===== src/rtl/frame_painter.sv =====
// Raster-scan painter: issues coordinates to fixed-latency layers, composites
// their responses by priority and streams RGB565 pixels through a small FIFO.
module frame_painter #(
  parameter int          SCREEN_W   = 320,
  parameter int          SCREEN_H   = 480,
  parameter int          LATENCY    = 4,
  parameter int          FIFO_DEPTH = 8,
  parameter logic [15:0] BG_COLOR   = 16'h4E19
) (
  input  logic               clk,
  input  logic               rstn,
  input  logic               frame_start,
  output logic               busy,
  output logic               frame_done,
  output logic signed [15:0] paint_x,
  output logic signed [15:0] paint_y,
  input  logic               en0,
  input  logic [15:0]        color0,
  input  logic               en1,
  input  logic [15:0]        color1,
  input  logic               en2,
  input  logic [15:0]        color2,
  output logic               pix_valid,
  input  logic               pix_ready,
  output logic [15:0]        pix_data,
  output logic               pix_last
);

  localparam int PW = (FIFO_DEPTH > 1) ? $clog2(FIFO_DEPTH) : 1;
  localparam int CW = $clog2(FIFO_DEPTH + 1);
  localparam int IW = $clog2(LATENCY + 1);

  typedef enum logic [1:0] {IDLE, SCAN, DRAIN} state_t;

  state_t             state, state_next;
  logic [15:0]        cnt_x, cnt_y, cnt_x_next, cnt_y_next;
  logic [LATENCY-1:0] trk_valid, trk_last;
  logic [IW-1:0]      in_flight;
  logic [CW-1:0]      fifo_count;
  logic [PW-1:0]      wr_ptr, rd_ptr;
  logic [15:0]        mem_data [FIFO_DEPTH];
  logic               mem_last [FIFO_DEPTH];
  logic               credit, issue, issue_last, at_end_x, at_end_y;
  logic               push, pop, ret_last, done_next;
  logic [15:0]        push_data;

  function automatic logic [PW-1:0] ptr_inc(input logic [PW-1:0] p);
    return (int'(p) == FIFO_DEPTH - 1) ? '0 : p + 1'b1;
  endfunction

  always_comb begin
    in_flight = '0;
    for (int i = 0; i < LATENCY; i++)
      in_flight = in_flight + IW'(trk_valid[i]);
  end

  // Issue only when every in-flight response is guaranteed a FIFO slot
  assign credit     = (int'(in_flight) + int'(fifo_count)) < FIFO_DEPTH;
  assign at_end_x   = (cnt_x == 16'(SCREEN_W - 1));
  assign at_end_y   = (cnt_y == 16'(SCREEN_H - 1));
  assign issue      = (state == SCAN) && credit;
  assign issue_last = issue && at_end_x && at_end_y;
  assign push       = trk_valid[LATENCY-1];
  assign ret_last   = trk_last[LATENCY-1];
  assign pop        = pix_valid && pix_ready;

  always_comb begin
    if (en0)      push_data = color0;
    else if (en1) push_data = color1;
    else if (en2) push_data = color2;
    else          push_data = BG_COLOR;
  end

  always_comb begin
    state_next = state;
    cnt_x_next = cnt_x;
    cnt_y_next = cnt_y;
    done_next  = 1'b0;
    case (state)
      IDLE: begin
        if (frame_start && !frame_done) begin
          state_next = SCAN;
          cnt_x_next = '0;
          cnt_y_next = '0;
        end
      end
      SCAN: begin
        if (issue) begin
          if (at_end_x) begin
            if (at_end_y) begin
              state_next = DRAIN;
            end else begin
              cnt_x_next = '0;
              cnt_y_next = cnt_y + 16'd1;
            end
          end else begin
            cnt_x_next = cnt_x + 16'd1;
          end
        end
      end
      DRAIN: begin
        if (pop && pix_last) begin
          state_next = IDLE;
          done_next  = 1'b1;
        end
      end
      default: state_next = IDLE;
    endcase
  end

  always_ff @(posedge clk or negedge rstn) begin
    if (!rstn) begin
      state      <= IDLE;
      cnt_x      <= '0;
      cnt_y      <= '0;
      frame_done <= 1'b0;
      trk_valid  <= '0;
      trk_last   <= '0;
    end else begin
      state      <= state_next;
      cnt_x      <= cnt_x_next;
      cnt_y      <= cnt_y_next;
      frame_done <= done_next;
      trk_valid  <= (trk_valid << 1) | LATENCY'(issue);
      trk_last   <= (trk_last << 1) | LATENCY'(issue_last);
    end
  end

  // Storage is reset so the head reads zero before the first pixel arrives
  always_ff @(posedge clk or negedge rstn) begin
    if (!rstn) begin
      wr_ptr     <= '0;
      rd_ptr     <= '0;
      fifo_count <= '0;
      for (int i = 0; i < FIFO_DEPTH; i++) begin
        mem_data[i] <= '0;
        mem_last[i] <= 1'b0;
      end
    end else begin
      if (push) begin
        mem_data[wr_ptr] <= push_data;
        mem_last[wr_ptr] <= ret_last;
        wr_ptr           <= ptr_inc(wr_ptr);
      end
      if (pop)
        rd_ptr <= ptr_inc(rd_ptr);
      fifo_count <= fifo_count + CW'(push) - CW'(pop);
    end
  end

  assign busy      = (state != IDLE);
  assign paint_x   = cnt_x;
  assign paint_y   = cnt_y;
  assign pix_valid = (fifo_count != '0);
  assign pix_data  = mem_data[rd_ptr];
  assign pix_last  = pix_valid && mem_last[rd_ptr];

endmodule


===== config.mk =====
export PLATFORM = sky130hd
export DESIGN_NAME = frame_painter
export DESIGN_NICKNAME = d
export VERILOG_FILES = /design/src/rtl/frame_painter.sv
export SDC_FILE = /design/constraint.sdc
export NUM_CORES = 1
export LEC_CHECK = 0
export BUFFER_PORTS_ARGS = -buffer_cell sky130_fd_sc_hd__buf_2
export CAP_MARGIN = 20
export CORE_ASPECT_RATIO = 1.25
export CORE_MARGIN = 1
export CORE_UTILIZATION = 32
export DETAILED_ROUTE_END_ITERATION = 10
export SYNTH_ARGS = -nofsm -noshare
export SYNTH_HDL_FRONTEND = slang
export SYNTH_SLANG_ARGS = --single-unit

===== constraint.sdc =====
create_clock -name clk -period 6.2 [get_ports clk]
set_input_delay 0.31 -clock clk [delete_from_list [all_inputs] [get_ports clk]]
set_output_delay 0.31 -clock clk [all_outputs]
set_load 0.01 [all_outputs]

==> impl_metrics.yaml <==
clocking:
  cts_tree: "yes"
  clk_pin_slew_ns: 0.08
  cts.htree.levels: 4
  cts.sink_count: 189
  holdBufCountCts: 0
  clkLatencyLatePin_ns: 0.44
  cts-root-to-sink-buffers: 2
  clockRootBuffer: "sky130_fd_sc_hd__clkbuf_16"
  cts_post_setup_buffers_inserted: 0
  post_cts_resize_count: 0
  clock_buffer_count_from_cts: 17
worst_setup_path:
  crit_path_capture_type: "flop"
  rr_startpoint: "trk_valid[3]"
  cp.buffers_inverters: 0
  cpPeakStageDelay_ns: 0.54
  rrSetupSlack_ns: 3.07
  critical_path.reg2reg.endpoint: "paint_y[3]"
  r2r.worst_path.cells: 7
  worst-endpoint-arrival_ns: 3.46
  cp-start-kind: "flop"
  critical-path-slowest-cell: "sky130_fd_sc_hd__dfrtp_1"
  critical_path_required_ns: 6.53
  critical-path-top-delay-family: "compound AO/OA/AOI/OAI gates"
  critPathMaxFanout: 15
  crit_type: "reg -> reg"
  ordered_list_of_cells_on_the_worst_path: "fa_1, ha_1, a211o_1, a21oi_2, or2_2, o2111ai_2, a221o_1"
global_route:
  vias_in_the_first_global_route: 6860
  grt_max_degree: 115
  grt_use_total_pct: 16.0
  grt_antenna_before_repair: 0
  grt_first_pass_wirelength_um: 36400
  grt_remaining_overflow: 0
floorplan:
  design.core.area_sq_um: 27800
  top_level_ports: 107
  fp.dieArea_sq_um: 29100
  chipWidth_um: 153
  die_h_um: 191
  floorplan.initialDensity_pct: 32.7
  num_rows: 68
placement:
  numPlacedInstances: 1279
  detailedPlace.worstSlack_ns: 3.09
  gp_congestion: 0.784
  post_dp_cell_area_sq_um: 9970
  dp_hpwl_um: 14200
  placement.io_buffers: 106
yosys:
  syn_inst: 860
  ys_top_cells_by_area: "sky130_fd_sc_hd__dfrtp_1 52%, sky130_fd_sc_hd__mux4_2 8.4%, sky130_fd_sc_hd__o21ai_0 7.7%"
  yosys.cell_types.count: 65
  average_size_of_a_mapped_cell_sq_um: 10.6
  synth_enable_flop_cells: 0
  synth_warnings: 0
  synth_top_flop_cell: "sky130_fd_sc_hd__dfrtp_1"
  mapped_nets: 931
  synth_seq_area_share_pct: 51.9
  netlist.area_leader.share_pct: 51.9
  post_synthesis_async_set_or_reset_flop_share_pct: 100
  synth_area_sq_um: 9110
  post-synth-top-area-cell: "sky130_fd_sc_hd__dfrtp_1"
  ys_seq_elements: 189
cells_and_area:
  num_antenna_cells: 0
  finish.instance_area_sq_um: 10600
  layoutNonFillerInstCount: 1311
  area_taken_by_multi_input_logic_gates_sq_um: 4090
  layout.cells.most_common_list: "188 x sky130_fd_sc_hd__dfrtp_1, 161 x sky130_fd_sc_hd__nand2_1, 140 x sky130_fd_sc_hd__o21ai_0"
  drive_gt1_share_pct: 24.0
  final_nets: 1019
  area_growth_pct: 16.1
  mostFrequentLayoutCell: "sky130_fd_sc_hd__dfrtp_1"
  fillers: 2744
  register_area_sq_um: 4730
run:
  maxCapViolations: 0
pwr:
  max-vdd-ir-drop_uv: 251
  cellLeakagePower_uw: 0.00481
  design_power_total_uw: 5260
  cellPowerDensity_nw_per_um2: 498
route:
  vias_per_cell: 5.26
  antenna_violating_nets_post_route: 0
  drt_pass1_iterations: 4
  routed_wirelength_um: 22400
  drc: 0
  detail_route.wl_per_cell_um: 17.1
  vias_after_detailed_routing: 6891
  drt_first_iter_violations: 330
worst_hold_path:
  hold_path.class: "in -> async"
timing:
  max_freq_ghz: 0.320
  clock-skew-final_ns: 0.0137
  rsz0062_at_grt: "false"
  final_hold_viol_count: 6
  slew-limit-headroom_pct: 31.1
  tightestPinTransition_ns: 1.03
  setup_tns_ns: 0
  setup_violations: 0
  timing.final.crit_period_ns: 3.13
  drv_slew: 0
  fin_crit_share_pct: 50.4
  whs_ns: -0.00537
  final.setup.worst_slack_ns: 3.07
run_status:
  outcome: "finished, violations left"
  violations: "hold timing"
-- logic make-up (layout without fill, tap and decap cells) --
family	count (synthesis)	after routing	share of synthesized area, %
AND/OR/NAND/NOR	283	283	14.7
AO/OA/AOI/OAI	232	232	15.2
flip-flops	189	189	51.9
buffers and inverters	71	172	3.13
multiplexers	67	67	12.4
adder cells (fa/ha/maj)	16	16	2.36
XOR/XNOR	2	2	0.192
-- registers in the layout (all words and copies together), names as in the netlist --
signal,flops
rd_ptr,3
frame_done,1
paint_y,16
wr_ptr,3
mem_last,8
trk_last,4
mem_data,128
paint_x,16
fifo_count,4
state,2
trk_valid,4
-- power by group --
group          switching, uW  internal, uW  leakage [uW]
logic                   1120           975       0.00219
clock network            545           543      0.000289
registers                355          1730       0.00233
-- through the flow --
stage / utilization [%] / hold slack (ns)
2_1_floorplan: - / 0.0144
6_report: 38.0 / -0.00537
5_1_grt: 38.0 / 0.0668
3_3_place_gp: 35.8 / 0.332
4_1_cts: 38.0 / 0.0446
3_5_place_dp: 35.8 / 0.342
-- synthesized netlist by cell type (2+ instances only) --
cell                       number
sky130_fd_sc_hd__and3_1        10
sky130_fd_sc_hd__clkbuf_1      41
sky130_fd_sc_hd__nor4_1         9
sky130_fd_sc_hd__o221ai_1       2
sky130_fd_sc_hd__nor3_1         7
sky130_fd_sc_hd__nor2b_1        6
sky130_fd_sc_hd__nor2_1        29
sky130_fd_sc_hd__a22oi_1        9
sky130_fd_sc_hd__a41oi_1        4
sky130_fd_sc_hd__ha_1          14
sky130_fd_sc_hd__o21ai_0      140
sky130_fd_sc_hd__nand4_1        8
sky130_fd_sc_hd__inv_1         22
sky130_fd_sc_hd__nor3b_1        6
sky130_fd_sc_hd__buf_2          6
sky130_fd_sc_hd__o21ai_1        2
sky130_fd_sc_hd__nand2_1      161
sky130_fd_sc_hd__or3_1          3
sky130_fd_sc_hd__a31oi_1        2
sky130_fd_sc_hd__nor4b_1        2
sky130_fd_sc_hd__mux2_2        30
sky130_fd_sc_hd__o211ai_1       8
sky130_fd_sc_hd__nand3_1       18
sky130_fd_sc_hd__or4_1          4
sky130_fd_sc_hd__a21o_1         4
sky130_fd_sc_hd__and4_1         5
sky130_fd_sc_hd__fa_1           2
sky130_fd_sc_hd__o22a_1        10
sky130_fd_sc_hd__a221o_1        2
sky130_fd_sc_hd__mux4_2        34
sky130_fd_sc_hd__or2_2          2
sky130_fd_sc_hd__a21oi_2        2
sky130_fd_sc_hd__and2_1         2
sky130_fd_sc_hd__mux2i_1        3
sky130_fd_sc_hd__a211o_1        5
sky130_fd_sc_hd__or4_4          2
sky130_fd_sc_hd__nand2b_1       2
sky130_fd_sc_hd__a21oi_1       22
sky130_fd_sc_hd__dfrtp_1      189
sky130_fd_sc_hd__o22ai_1        6
-- worst register-to-register path: cells and delay by family, from the launching register on --
family | cells | cell delay [ns]
fa+ha+maj | 2 | 0.76
simple gates | 1 | 0.20
compound gates | 4 | 1.53
flops | 1 | 0.54
-- cell type report --
class	instances	share of cell area, %
clock buffers	17	4.02
clock inverters	15	1.67
inverters	22	0.781
multi-input cells	600	38.7
flip-flops and latches	189	44.7
well taps	350	4.14
repair buffers	118	5.95
-- how the worst max path moves through the flow --
stage / from / end / slack (ns) / depth (start not counted)
floorplan: trk_valid[0] / paint_y[1] / 3.64 / 8
global placement: trk_valid[3] / paint_y[3] / 3.15 / 7
detailed placement: trk_valid[3] / paint_y[3] / 3.09 / 7
CTS: trk_valid[3] / paint_y[3] / 3.08 / 7
global route: trk_valid[3] / paint_y[3] / 2.92 / 7
finish: trk_valid[3] / paint_y[3] / 3.07 / 7
-- routing by layer --
metal,vias up,global-route usage (%),share of wire [%]
met2,134,28.0,50
met3,27,2.07,3.0
li1,3296,-,-
met5,-,0,0
met1,3434,20.5,45
met4,0,5.44,1.6
Note: power is estimated with default switching activity, not from simulation.
